--- src/rtl/stat_sweeper_if.sv ---
// Read port towards the statistics store plus the {flow, count} result stream.
interface stat_sweeper_if #(
  parameter int unsigned A_WIDTH = 10,
  parameter int unsigned D_WIDTH = 32
);
  logic               rd_stb;
  logic [A_WIDTH-1:0] rd_flow_num;
  logic [D_WIDTH-1:0] rd_data;
  logic               rd_data_val;

  logic               out_valid;
  logic               out_ready;
  logic [A_WIDTH-1:0] out_flow;
  logic [D_WIDTH-1:0] out_data;
  logic               out_last;

  modport master (
    output rd_stb, rd_flow_num, out_valid, out_flow, out_data, out_last,
    input  rd_data, rd_data_val, out_ready
  );

  modport slave (
    input  rd_stb, rd_flow_num, out_valid, out_flow, out_data, out_last,
    output rd_data, rd_data_val, out_ready
  );
endinterface

--- src/rtl/stat_sweeper.sv ---
// Walks a flow range, reads one counter per flow, streams {flow, count} beats
// and keeps sweep-wide total / max / timeout aggregates.
module stat_sweeper #(
  parameter int unsigned A_WIDTH = 10,
  parameter int unsigned D_WIDTH = 32,
  parameter int unsigned TIMEOUT = 16
) (
  input  logic                       clk_i,
  input  logic                       rst_i,
  input  logic                       start_i,
  input  logic [A_WIDTH-1:0]         first_flow_i,
  input  logic [A_WIDTH-1:0]         last_flow_i,
  output logic                       busy_o,
  output logic                       done_o,
  output logic [D_WIDTH+A_WIDTH-1:0] total_o,
  output logic [D_WIDTH-1:0]         max_o,
  output logic [A_WIDTH-1:0]         max_flow_o,
  output logic [A_WIDTH:0]           timeout_cnt_o,
  stat_sweeper_if.master             bus
);

  localparam int unsigned TW = D_WIDTH + A_WIDTH;
  localparam int unsigned CW = $clog2(TIMEOUT + 1);

  typedef enum logic [2:0] {
    S_IDLE,
    S_REQ,
    S_WAIT,
    S_PUSH,
    S_DONE
  } state_t;

  state_t             state_q, state_d;
  logic [A_WIDTH-1:0] cur_flow_q;
  logic [A_WIDTH-1:0] last_q;
  logic [CW-1:0]      wait_q;
  logic [D_WIDTH-1:0] data_q;

  logic               is_last;
  logic               capture;
  logic               timed_out;
  logic [D_WIDTH-1:0] cap_data;

  assign is_last = (cur_flow_q == last_q);

  always_comb begin
    state_d         = state_q;
    capture         = 1'b0;
    timed_out       = 1'b0;
    cap_data        = '0;
    busy_o          = (state_q != S_IDLE);
    done_o          = (state_q == S_DONE);
    bus.rd_stb      = (state_q == S_REQ);
    bus.rd_flow_num = cur_flow_q;
    bus.out_valid   = (state_q == S_PUSH);
    bus.out_flow    = cur_flow_q;
    bus.out_data    = data_q;
    bus.out_last    = (state_q == S_PUSH) && is_last;
    case (state_q)
      S_IDLE: if (start_i) state_d = S_REQ;
      S_REQ:  state_d = S_WAIT;
      S_WAIT: begin
        // A response on the expiry cycle still counts as a real read.
        if (bus.rd_data_val) begin
          capture  = 1'b1;
          cap_data = bus.rd_data;
          state_d  = S_PUSH;
        end else if (wait_q == CW'(TIMEOUT - 1)) begin
          capture   = 1'b1;
          timed_out = 1'b1;
          state_d   = S_PUSH;
        end
      end
      S_PUSH: if (bus.out_ready) state_d = is_last ? S_DONE : S_REQ;
      S_DONE: state_d = S_IDLE;
      default: state_d = S_IDLE;
    endcase
  end

  always_ff @(posedge clk_i or negedge rst_i) begin
    if (!rst_i) begin
      state_q       <= S_IDLE;
      cur_flow_q    <= '0;
      last_q        <= '0;
      wait_q        <= '0;
      data_q        <= '0;
      total_o       <= '0;
      max_o         <= '0;
      max_flow_o    <= '0;
      timeout_cnt_o <= '0;
    end else begin
      state_q <= state_d;
      case (state_q)
        S_IDLE: begin
          if (start_i) begin
            cur_flow_q    <= first_flow_i;
            last_q        <= last_flow_i;
            total_o       <= '0;
            max_o         <= '0;
            max_flow_o    <= '0;
            timeout_cnt_o <= '0;
          end
        end
        S_REQ: wait_q <= '0;
        S_WAIT: begin
          wait_q <= wait_q + CW'(1);
          if (capture) begin
            data_q  <= cap_data;
            total_o <= total_o + TW'(cap_data);
            if (cap_data > max_o) begin
              max_o      <= cap_data;
              max_flow_o <= cur_flow_q;
            end
            if (timed_out) timeout_cnt_o <= timeout_cnt_o + (A_WIDTH + 1)'(1);
          end
        end
        S_PUSH: if (bus.out_ready && !is_last) cur_flow_q <= cur_flow_q + A_WIDTH'(1);
        default: ;
      endcase
    end
  end

endmodule

--- src/flat_wrapper.sv ---
// flat-port wrapper written by rule: the top's interface ports become plain ports
module stat_sweeper_flat 
#(
  parameter int unsigned A_WIDTH = 10,
  parameter int unsigned D_WIDTH = 32,
  parameter int unsigned TIMEOUT = 16
)
  (clk_i, rst_i, start_i, first_flow_i, last_flow_i, busy_o, done_o, total_o, max_o, max_flow_o, timeout_cnt_o, bus_rd_stb, bus_rd_flow_num, bus_out_valid, bus_out_flow, bus_out_data, bus_out_last, bus_rd_data, bus_rd_data_val, bus_out_ready);
  stat_sweeper_if #(.A_WIDTH(A_WIDTH), .D_WIDTH(D_WIDTH)) bus_i ();
  input  logic clk_i;
  input  logic rst_i;
  input  logic start_i;
  input  logic [A_WIDTH-1:0] first_flow_i;
  input  logic [A_WIDTH-1:0] last_flow_i;
  output logic busy_o;
  output logic done_o;
  output logic [D_WIDTH+A_WIDTH-1:0] total_o;
  output logic [D_WIDTH-1:0] max_o;
  output logic [A_WIDTH-1:0] max_flow_o;
  output logic [A_WIDTH:0] timeout_cnt_o;
  output wire logic [$bits(bus_i.rd_stb)-1:0] bus_rd_stb;
  output wire logic [$bits(bus_i.rd_flow_num)-1:0] bus_rd_flow_num;
  output wire logic [$bits(bus_i.out_valid)-1:0] bus_out_valid;
  output wire logic [$bits(bus_i.out_flow)-1:0] bus_out_flow;
  output wire logic [$bits(bus_i.out_data)-1:0] bus_out_data;
  output wire logic [$bits(bus_i.out_last)-1:0] bus_out_last;
  input wire logic [$bits(bus_i.rd_data)-1:0] bus_rd_data;
  input wire logic [$bits(bus_i.rd_data_val)-1:0] bus_rd_data_val;
  input wire logic [$bits(bus_i.out_ready)-1:0] bus_out_ready;
  assign bus_rd_stb = bus_i.rd_stb;
  assign bus_rd_flow_num = bus_i.rd_flow_num;
  assign bus_out_valid = bus_i.out_valid;
  assign bus_out_flow = bus_i.out_flow;
  assign bus_out_data = bus_i.out_data;
  assign bus_out_last = bus_i.out_last;
  assign bus_i.rd_data = bus_rd_data;
  assign bus_i.rd_data_val = bus_rd_data_val;
  assign bus_i.out_ready = bus_out_ready;
  stat_sweeper #(.A_WIDTH(A_WIDTH), .D_WIDTH(D_WIDTH), .TIMEOUT(TIMEOUT)) u_core (.clk_i(clk_i), .rst_i(rst_i), .start_i(start_i), .first_flow_i(first_flow_i), .last_flow_i(last_flow_i), .busy_o(busy_o), .done_o(done_o), .total_o(total_o), .max_o(max_o), .max_flow_o(max_flow_o), .timeout_cnt_o(timeout_cnt_o), .bus(bus_i));
endmodule
--- config.mk ---
export PLATFORM = sky130hd
export DESIGN_NAME = stat_sweeper_flat
export DESIGN_NICKNAME = d
export VERILOG_FILES = /design/src/rtl/stat_sweeper_if.sv /design/src/rtl/stat_sweeper.sv /design/src/flat_wrapper.sv
export SDC_FILE = /design/constraint.sdc
export NUM_CORES = 1
export LEC_CHECK = 0
export BUFFER_PORTS_ARGS = -buffer_cell sky130_fd_sc_hd__buf_2
export CELL_PAD_IN_SITES_DETAIL_PLACEMENT = 0
export CELL_PAD_IN_SITES_GLOBAL_PLACEMENT = 2
export CORE_MARGIN = 3
export CORE_UTILIZATION = 30
export CTS_CLUSTER_SIZE = 20
export DETAILED_ROUTE_END_ITERATION = 7
export PLACE_DENSITY = 0.86
export SYNTH_ARGS = -nofsm -noshare
export SYNTH_HDL_FRONTEND = slang
export SYNTH_SLANG_ARGS = --single-unit
--- constraint.sdc ---
create_clock -name clk_i -period 3.6 [get_ports clk_i]
set_input_delay 0.36 -clock clk_i [delete_from_list [all_inputs] [get_ports clk_i]]
set_output_delay 0.36 -clock clk_i [all_outputs]
set_load 0.005 [all_outputs]
==> flow_metrics.tcl, run 1 <==
set metrics [dict create \
    fin_cells 1665 \
    hold_ws_ns -0.01950 \
    seq_power_share_pct 31.8 \
    synth_enable_flop_cells 0 \
    core-area_um2 30750 \
    power_density_nw_per_um2 761.7 \
    final-setup-viol-count 0 \
    hpwl_um 21720 \
    reg2reg_to "u_core.max_o[7]" \
    cp-start-kind "flip-flop" \
    critPathArrivalTime_ns 3.79 \
    final_area_um2 11940 \
    intPower_uw 5501 \
    die_w_um 183.1 \
    skew_ns 0.009907 \
    postRouteAntennaNets 0 \
    cts_root_buf "clkbuf_16" \
    max-slew-margin-rel_pct 43.85 \
    hold_buffers 0 \
    start_util_pct 30.62 \
    clk_path_buf_depth 2 \
    via_per_inst 4.906 \
    path_clk_slew_ns 0.07 \
    p_comb_share_pct 45.5 \
    power_frac_clock_pct 22.7 \
    cts_tree "built" \
    slew_violations 0 \
    crit_path_max_fanout 21 \
    crit_required_ns 3.92 \
    gp_congestion 0.8775 \
    grt_max_degree 86 \
    final_nets 1379 \
    die_area_um2 33540 \
    switching_power_uw 3591 \
    status "complete, but fails checks" \
    hold_viol_final 5 \
    r2r_setup_slack_ns 0.13 \
    synthDominantCellAreaShare_pct 41.20 \
    areaGrowthSynthToFinish_pct 26.79 \
    dp_slack_ns -0.01326 \
    placementRows 64 \
    grt_pass1_wl_um 45660 \
    h-tree-depth 4 \
    clock_sinks 155 \
    die_h_um 183.1 \
    worst_slack_ns 0.1269 \
    ys_top_cells_by_area "dfrtp_1 (41%), ha_1 (8.8%), nand2_1 (5.9%)" \
    peakVddDrop_uv 376.3 \
    ios 209 \
    cts_made_buffers 17 \
    crit_type "flip-flop to flip-flop" \
    track_usage_pct 17.25 \
    synth_area_leader_cell "dfrtp_1" \
    dpl-instance-area_um2 11130 \
    layout-drive-gt1-share_pct 26.26 \
    worst_slew_pin_slew_ns 0.8423 \
    dp.cells 1627 \
    clock_latency_ns 0.43 \
    wire_per_inst_um 17.43 \
    overflow 0 \
    cp-end-kind "flip-flop" \
    period_minus_slack_ns 3.473 \
    violations "hold timing" \
    via_count 8168 \
    ys_async_sr_fraction_pct 100.0 \
    switching_share_pct 39.50 \
    synth_cell_types 70 \
    p_leak_uw 0.006394 \
    nFillCells 3179 \
    syn_avg_cell_area_um2 9.131 \
    ys_seq_area_share_pct 41.20 \
    first_pass_iters 4 \
    grt_pass1_vias 8106 \
    syn_inst 1031 \
    io_buffers 208 \
    antenna_found_initial 2 \
    maxCapViolations 0 \
    fmax_ghz 0.2879 \
    synthFlopType "dfrtp_1" \
    min_path_type "primary input to async pin" \
    drc 0 \
    drtIter0Drc 358 \
    ff2ff_path_depth 13 \
    ys_seq_elements 155 \
    wl_um 29020 \
    syn_area_um2 9414 \
    yosys_warnings 0 \
    timing.final.crit_share_pct 96.47 \
    reg2reg_from "u_core.state_q[2]" \
    synth_nets 1155 \
]
[critical path, stage by stage (launching register included)]
cell,delay (ns)
dfrtp_1,0.38
and4bb_4,0.39
buf_6,0.22
and2_2,0.23
ha_1,0.25
a21o_1,0.18
a21o_1,0.17
a21oi_1,0.29
o221a_2,0.24
a21oi_1,0.09
o31ai_4,0.26
buf_4,0.18
clkbuf_16,0.15
mux2_1,0.32
[state kept, by name, indices dropped and copies added, names as in the netlist]
| register | cells |
|---|---|
| u_core.total_o | 42 |
| u_core.bus.out_data | 32 |
| u_core.max_o | 32 |
| u_core.timeout_cnt_o | 11 |
| u_core.bus.out_flow | 10 |
| u_core.last_q | 10 |
| u_core.max_flow_o | 10 |
| u_core.wait_q | 5 |
| u_core.state_q | 3 |
[synth_stat cells, drive strengths merged (21+ instances only)]
master / number
clkbuf: 30
buf: 21
mux2: 30
o21ai: 65
and2: 35
a21o: 59
inv: 58
ha: 66
nand2: 147
xor2: 28
nand3: 23
dfrtp: 155
nor2: 69
a21oi: 74
[logic make-up (layout without fill, tap and decap cells)]
logic type,Yosys count,after routing,synth area share (%)
DFF,155,155,41.20
adders and majority gates,67,67,8.985
buffers and inverters,109,346,4.891
and+or+nand+nor,349,349,17.45
xor gates and xnor gates,45,45,4.187
muxes,44,44,5.077
AOI/OAI and AO/OA,262,262,18.21
other,0,1,0
[layer usage]
metal	part of all wire [%]	GRT usage (%)	wire length (um)
met5	0.038	0	11
met4	1.8	4.845	532
met3	3.8	3.173	1093
met2	47	27.65	13510
met1	48	23.99	13870
[layout by cell type, fill, tap and decap left out, types with 17 or more instances in the layout]
cell type | netlist | layout
xnor2_1 | 17 | 17
inv_1 | 58 | 58
xor2_1 | 28 | 28
buf_4 | 10 | 39
nand2_1 | 147 | 147
nand3_1 | 22 | 22
o21ai_0 | 57 | 56
clkbuf_16 | 0 | 19
buf_2 | 5 | 207
dfrtp_1 | 155 | 155
nor2_1 | 69 | 68
mux2_1 | 27 | 27
and2_1 | 35 | 31
nand4_1 | 17 | 17
a21o_1 | 59 | 59
ha_1 | 66 | 61
a21oi_1 | 73 | 71
[power by group through the flow]
stage               combinational [uW]  clock (uW)  sequential, uW
floorplan                         2460           0            2820
global placement                  3990           0            2920
detailed placement                4040           0            2930
CTS                               4060        2120            2900
global route                      4640        2180            2990
finish                            4130        2070            2890
[stage by stage]
step | setup TNS, ns | power [uW] | utilization (%)
3_5_place_dp | -0.02494 | 6966 | 36.18
3_3_place_gp | 0 | 6910 | 36.18
4_1_cts | 0 | 9078 | 38.37
2_1_floorplan | 0 | 5287 | -
6_report | 0 | 9092 | 38.82
5_1_grt | -0.06533 | 9808 | 38.82
[how the worst max path moves through the flow]
stage / from / slack (ns) / cells after the start / end
after floorplan: u_core.state_q[2] / 0.006 / 16 / u_core.total_o[38]
after global placement: bus_rd_data_val / 0.04 / 13 / u_core.max_o[4]
after detailed placement: bus_rd_data_val / -0.01 / 13 / u_core.max_o[5]
after CTS: u_core.state_q[0] / 0.02 / 14 / u_core.total_o[38]
after global routing: u_core.state_q[2] / -0.02 / 14 / u_core.max_o[20]
final: u_core.state_q[2] / 0.13 / 13 / u_core.max_o[7]
[cell type report]
type                            instances  area (um2)  share of cell area (%)
Clock inverter                         13       215.2                   1.803
Timing Repair Buffer                  256        1513                   12.67
Sequential cell                       155        3879                   32.49
Antenna cell                            1       2.502                 0.02096
Tap cell                              396       495.5                   4.151
Inverter                               58       217.7                   1.824
Multi-Input combinational cell        767        5161                   43.24
Clock buffer                           19       452.9                   3.795
[timing repair]
action                                 CTS  global route
setup endpoints to repair                2            53
cloned                                   0             2
endpoints found under the hold margin    0             0
resized for setup                        1            21
buffers inserted                         0             3
pin swaps                                0             9
(Power assumes the default switching activity.)
==> run 2: changes to the inputs <==
- CAP_MARGIN: default -> 20
- CORE_ASPECT_RATIO: default -> 1.2
==> run 2 against run 1 <==
The run still ends with hold timing left. Critical path depth up 1. Via count up 0.44%. Clock-buffer cell count increased by 3. Clock skew up 0.0028 ns. Sequential power about the same. Largest cell class unchanged. Largest power group unchanged.
==> flow_metrics.tcl, run 2 (same netlist as run 1, synthesis figures left out) <==
set metrics [dict create \
    status "complete, but fails checks" \
    violations "hold timing" \
    power_density_nw_per_um2 740.6 \
    die_w_um 167.7 \
    maxCapViolations 0 \
    h-tree-depth 4 \
    postRouteAntennaNets 0 \
    period_minus_slack_ns 3.498 \
    hold_buffers 0 \
    cp-start-kind "flip-flop" \
    die_h_um 200.1 \
    max-slew-margin-rel_pct 41.85 \
    antenna_cells 0 \
    crit_type "flip-flop to flip-flop" \
    final_cell_mix "buf_2 (207), dfrtp_1 (155), nand2_1 (147), a21oi_1 (73), nor2_1 (68)" \
    gp_congestion 0.8411 \
    start_util_pct 30.62 \
    slowest_stage "o31ai_4" \
    worst_slack_ns 0.1024 \
    track_usage_pct 17.31 \
    peakVddDrop_uv 350.0 \
    die_area_um2 33550 \
    worst_slew_pin_slew_ns 0.8722 \
    layout_commonest_cell "buf_2" \
    finalPower_uw 8759 \
    timing.final.crit_share_pct 97.16 \
    grt_pass1_vias 8386 \
    via_count 8204 \
    cts_tree "built" \
    via_per_inst 4.913 \
    hold_ws_ns -0.03841 \
    crit_path_max_fanout 17 \
    largest_reg_flops 42 \
    wl_um 28960 \
    layout-drive-gt1-share_pct 25.43 \
    fin_cells 1670 \
    areaGrowthSynthToFinish_pct 25.62 \
    final_nets 1386 \
    multi_input_area_um2 5119 \
    slew_violations 0 \
    drtIter0Drc 399 \
    final_area_um2 11830 \
    clock_latency_ns 0.44 \
    grt_max_degree 83 \
    cts_made_buffers 17 \
    dp.cells 1633 \
    core-area_um2 30740 \
    placementRows 70 \
    antenna_found_initial 2 \
    register_area_um2 3879 \
    crit_chain "and4bb_4 > buf_12 > and2_4 > ha_1 > a21o_1 > a21o_1 > a21oi_1 > nor2_1 > a2111oi_2 > o211ai_1 > o31ai_4 > buf_6 > clkbuf_16 > mux2_2" \
    overflow 0 \
    dp_slack_ns -0.1065 \
    critPathArrivalTime_ns 3.82 \
    min_path_type "primary input to async pin" \
    final-setup-viol-count 0 \
    crit_top_cell "a21o_1" \
    hold_viol_final 12 \
    path_clk_slew_ns 0.07 \
    skew_ns 0.01270 \
    fin_setup_tns_ns 0 \
    slowest_delay_ns 0.41 \
    ios 209 \
    top_register "u_core.total_o" \
    fmax_ghz 0.2859 \
    rsz0062_at_grt "true" \
    first_pass_iters 4 \
    clk_path_buf_depth 2 \
    io_buffers 208 \
    drc 0 \
    cts_root_buf "clkbuf_16" \
    nFillCells 3161 \
    clock_sinks 155 \
    grt_pass1_wl_um 46000 \
    p_leak_uw 0.006369 \
    dpl-instance-area_um2 11150 \
    cp-end-kind "flip-flop" \
    hpwl_um 21860 \
    wire_per_inst_um 17.34 \
    crit_required_ns 3.92 \
]
-- run 2: cell count changes in the layout (fill, tap and decap cells not counted), moves of 3 or more --
cell,change
ha_1,+4
buf_4,+7
ha_2,-4
bufinv_16,-3
clkinv_4,-4
clkbuf_1,+3
-- run 2: worst max-delay path, delay by kind of cell, from the launching register on --
family	cells	cell delay, ns
AOI/OAI and AO/OA	6	1.34
adders and majority gates	1	0.23
buffers and inverters	3	0.47
DFF	1	0.38
muxes	1	0.33
and+or+nand+nor	3	0.60
-- run 2: layer usage --
metal  share of wire [%]  routed length (um)  global-route usage (%)  up-vias
met4                 2.2                 629                   5.638        4
li1                    -                   -                       -     4048
met1                  44               12740                   22.08     3909
met5               0.093                  27                       0        -
met2                  48               13880                   28.99      203
met3                 5.8                1690                   4.412       40
-- run 2: final cells by class --
class	instances	share of cell area, %
clock inverter	9	0.9628
multi-input combinational	767	43.28
clock buffer	22	3.925
inverter	58	1.841
sequential	155	32.80
tap	396	4.190
timing repair buffer	263	13.00
-- run 2: worst paths after layout --
path / startpoint / to / slack, ns / cells past startpoint
min in group clk_i: last_flow_i[7] / u_core.last_q[7] / 0.11 / 3
worst min-delay path: rst_i / u_core.max_o[7] / -0.04 / 1
worst max-delay path: u_core.state_q[2] / u_core.max_o[4] / 0.10 / 14
worst min register to register: u_core.bus.out_data[0] / u_core.bus.out_data[0] / 0.47 / 2
worst max register to register: u_core.state_q[2] / u_core.max_o[4] / 0.10 / 14
max in group asynchronous: rst_i / u_core.total_o[37] / 2.80 / 2
-- run 2: per-stage QoR --
stage | util [%] | hold WS (ns)
after floorplan | - | 0.06441
after global placement | 36.26 | 0.4533
after detailed placement | 36.26 | 0.4577
after CTS | 38.16 | 0.01096
after global routing | 38.47 | 0.02579
final | 38.47 | -0.03841
-- run 2: what timing repair did --
action,CTS,global route
cloned,0,1
gates resized for setup,1,12
endpoints found under the setup margin,41,48
pin swaps,1,11
buffers inserted,1,4
-- run 2: report_power, final --
group,internal [uW],switching (uW),total [uW]
clock,1060,767,1820
combinational,1820,2260,4080
sequential,2350,503,2860
total,5230,3530,8760
==> run 3: changes to the inputs <==
- RECOVER_POWER: default -> 25
==> run 3 against run 2 <==
The flow finishes with violations (capacitance limit, slew limit). Combinational power hardly changed. Highest routed layer unchanged. Register-to-register slack hardly changed. Final area hardly changed. Final cell count stayed put. Largest power group unchanged. Sequential power hardly changed. Power hardly changed. Clock power hardly changed.
==> flow_metrics.tcl, run 3 (same netlist as run 1, synthesis figures left out) <==
set metrics [dict create \
    drtIter0Drc 401 \
    die_h_um 200.1 \
    hpwl_um 21860 \
    clock_sinks 155 \
    top_register "u_core.total_o" \
    rsz0062_at_grt "true" \
    ios 209 \
    largest_reg_flops 42 \
    cts_tree "built" \
    hold_buffers 0 \
    max-slew-margin-rel_pct -49.46 \
    hold_viol_final 0 \
    final_nets 1386 \
    track_usage_pct 17.31 \
    h-tree-depth 4 \
    crit_chain "and4bb_4 > buf_12 > and2_4 > ha_1 > a21o_1 > a21o_1 > a21oi_1 > nor2_1 > a2111oi_2 > o211ai_1 > o31ai_4 > buf_6 > clkbuf_16 > mux2_2" \
    crit_family "compound AO/OA/AOI/OAI gates" \
    status "complete, but fails checks" \
    slew_violations 82 \
    cts_root_buf "clkbuf_16" \
    maxCapViolations 1 \
    hold_ws_ns 0.1106 \
    via_count 8227 \
    crit_type "flip-flop to flip-flop" \
    start_util_pct 30.62 \
    die_area_um2 33550 \
    layout_commonest_cell "buf_2" \
    postRouteAntennaNets 0 \
    timing.final.crit_share_pct 97.01 \
    drc 0 \
    final-setup-viol-count 0 \
    cts_made_buffers 17 \
    final_cell_mix "buf_2 (207), dfrtp_1 (155), nand2_1 (147), a21oi_1 (73), nor2_1 (68)" \
    p_leak_uw 0.006367 \
    path_buf_inv 3 \
    violations "capacitance limit, slew limit" \
    skew_ns 0.01474 \
    areaGrowthSynthToFinish_pct 25.56 \
    wire_per_inst_um 17.40 \
    grt_pass1_vias 8386 \
    dpl-instance-area_um2 11150 \
    crit_path_max_fanout 17 \
    fmax_ghz 0.2863 \
    die_w_um 167.7 \
    gp_congestion 0.8411 \
    min_path_type "primary input to flip-flop" \
    slowest_delay_ns 0.40 \
    worst_slew_pin_slew_ns 2.242 \
    antenna_found_initial 2 \
    grt_max_degree 83 \
    wl_um 29060 \
    antenna_cells 0 \
    cp-end-kind "flip-flop" \
    crit_required_ns 3.92 \
    peakVddDrop_uv 352.3 \
    period_minus_slack_ns 3.492 \
    final_area_um2 11820 \
    io_buffers 208 \
    placementRows 70 \
    grt_pass1_wl_um 46000 \
    crit_top_cell "a21o_1" \
    slowest_stage "o31ai_4" \
    finalPower_uw 8764 \
    clock_latency_ns 0.44 \
    layout-drive-gt1-share_pct 25.43 \
    path_clk_slew_ns 0.07 \
    cp-start-kind "flip-flop" \
    first_pass_iters 5 \
    fin_cells 1670 \
    fin_setup_tns_ns 0 \
    dp.cells 1633 \
    power_density_nw_per_um2 741.4 \
    via_per_inst 4.926 \
    clk_path_buf_depth 2 \
    critPathArrivalTime_ns 3.81 \
    core-area_um2 30740 \
    overflow 0 \
]
[run 3: through the flow]
| stage | utilization, % | worst slack, ns |
|---|---|---|
| floorplan | - | 0.005581 |
| global placement | 36.26 | -0.09942 |
| detailed placement | 36.26 | -0.1065 |
| CTS | 38.16 | 0.001140 |
| global route | 38.45 | -0.02000 |
| finish | 38.45 | 0.1077 |
[run 3: worst register-to-register path, cell delays in order, from the launching register on]
cell and delay [ns]:
dfrtp_1 0.37, and4bb_4 0.38, buf_12 0.15, and2_4 0.16, ha_1 0.23, a21o_1 0.18
a21o_1 0.16, a21oi_1 0.14, nor2_1 0.07, a2111oi_2 0.22, o211ai_1 0.23, o31ai_4 0.41
buf_6 0.16, clkbuf_16 0.17, mux2_2 0.34
[run 3: area by class of cell]
class                   count  area [um2]
fillers                  3162       18920
multi-input cells         767        5119
flip-flops and latches    155        3879
repair buffers            263        1531
well taps                 396       495.5
clock buffers              22       464.2
inverters                  58       217.7
clock inverters             9       113.9
[run 3: power by group]
part	leakage (uW)	total [uW]	switching, uW	internal (uW)
clock network	0.000273	1820	766	1060
registers	0.00204	2860	506	2350
logic	0.00406	4080	2260	1820
[run 3: path summary, 6_finish.rpt]
kind                                         from  slack (ns)                       end  cells after the start
min in group asynchronous                   rst_i        0.58           u_core.max_o[7]                      1
max in group asynchronous                   rst_i        1.70  u_core.timeout_cnt_o[10]                      1
setup / recovery                u_core.state_q[2]        0.11           u_core.max_o[4]                     14
hold / removal                     last_flow_i[7]        0.11          u_core.last_q[7]                      3
hold reg to reg            u_core.bus.out_data[0]        0.47    u_core.bus.out_data[0]                      2
setup reg to reg                u_core.state_q[2]        0.11           u_core.max_o[4]                     14
[run 3: timing repair]
item	4_1_cts	5_1_grt
endpoints found under the setup margin	41	48
pin swaps	1	11
cloned	0	1
endpoints found under the hold margin	0	0
gates resized for setup	1	12
setup buffers	1	4
[run 3: per-layer routing]
metal / global-route usage (%) / routed length [um] / part of all wire, % / up-vias
li1: - / - / - / 4051
met1: 22.08 / 12780 / 44 / 3922
met2: 28.99 / 13970 / 48 / 208
met3: 4.412 / 1638 / 5.6 / 42
met4: 5.638 / 646 / 2.2 / 4
met5: 0 / 27 / 0.093 / -
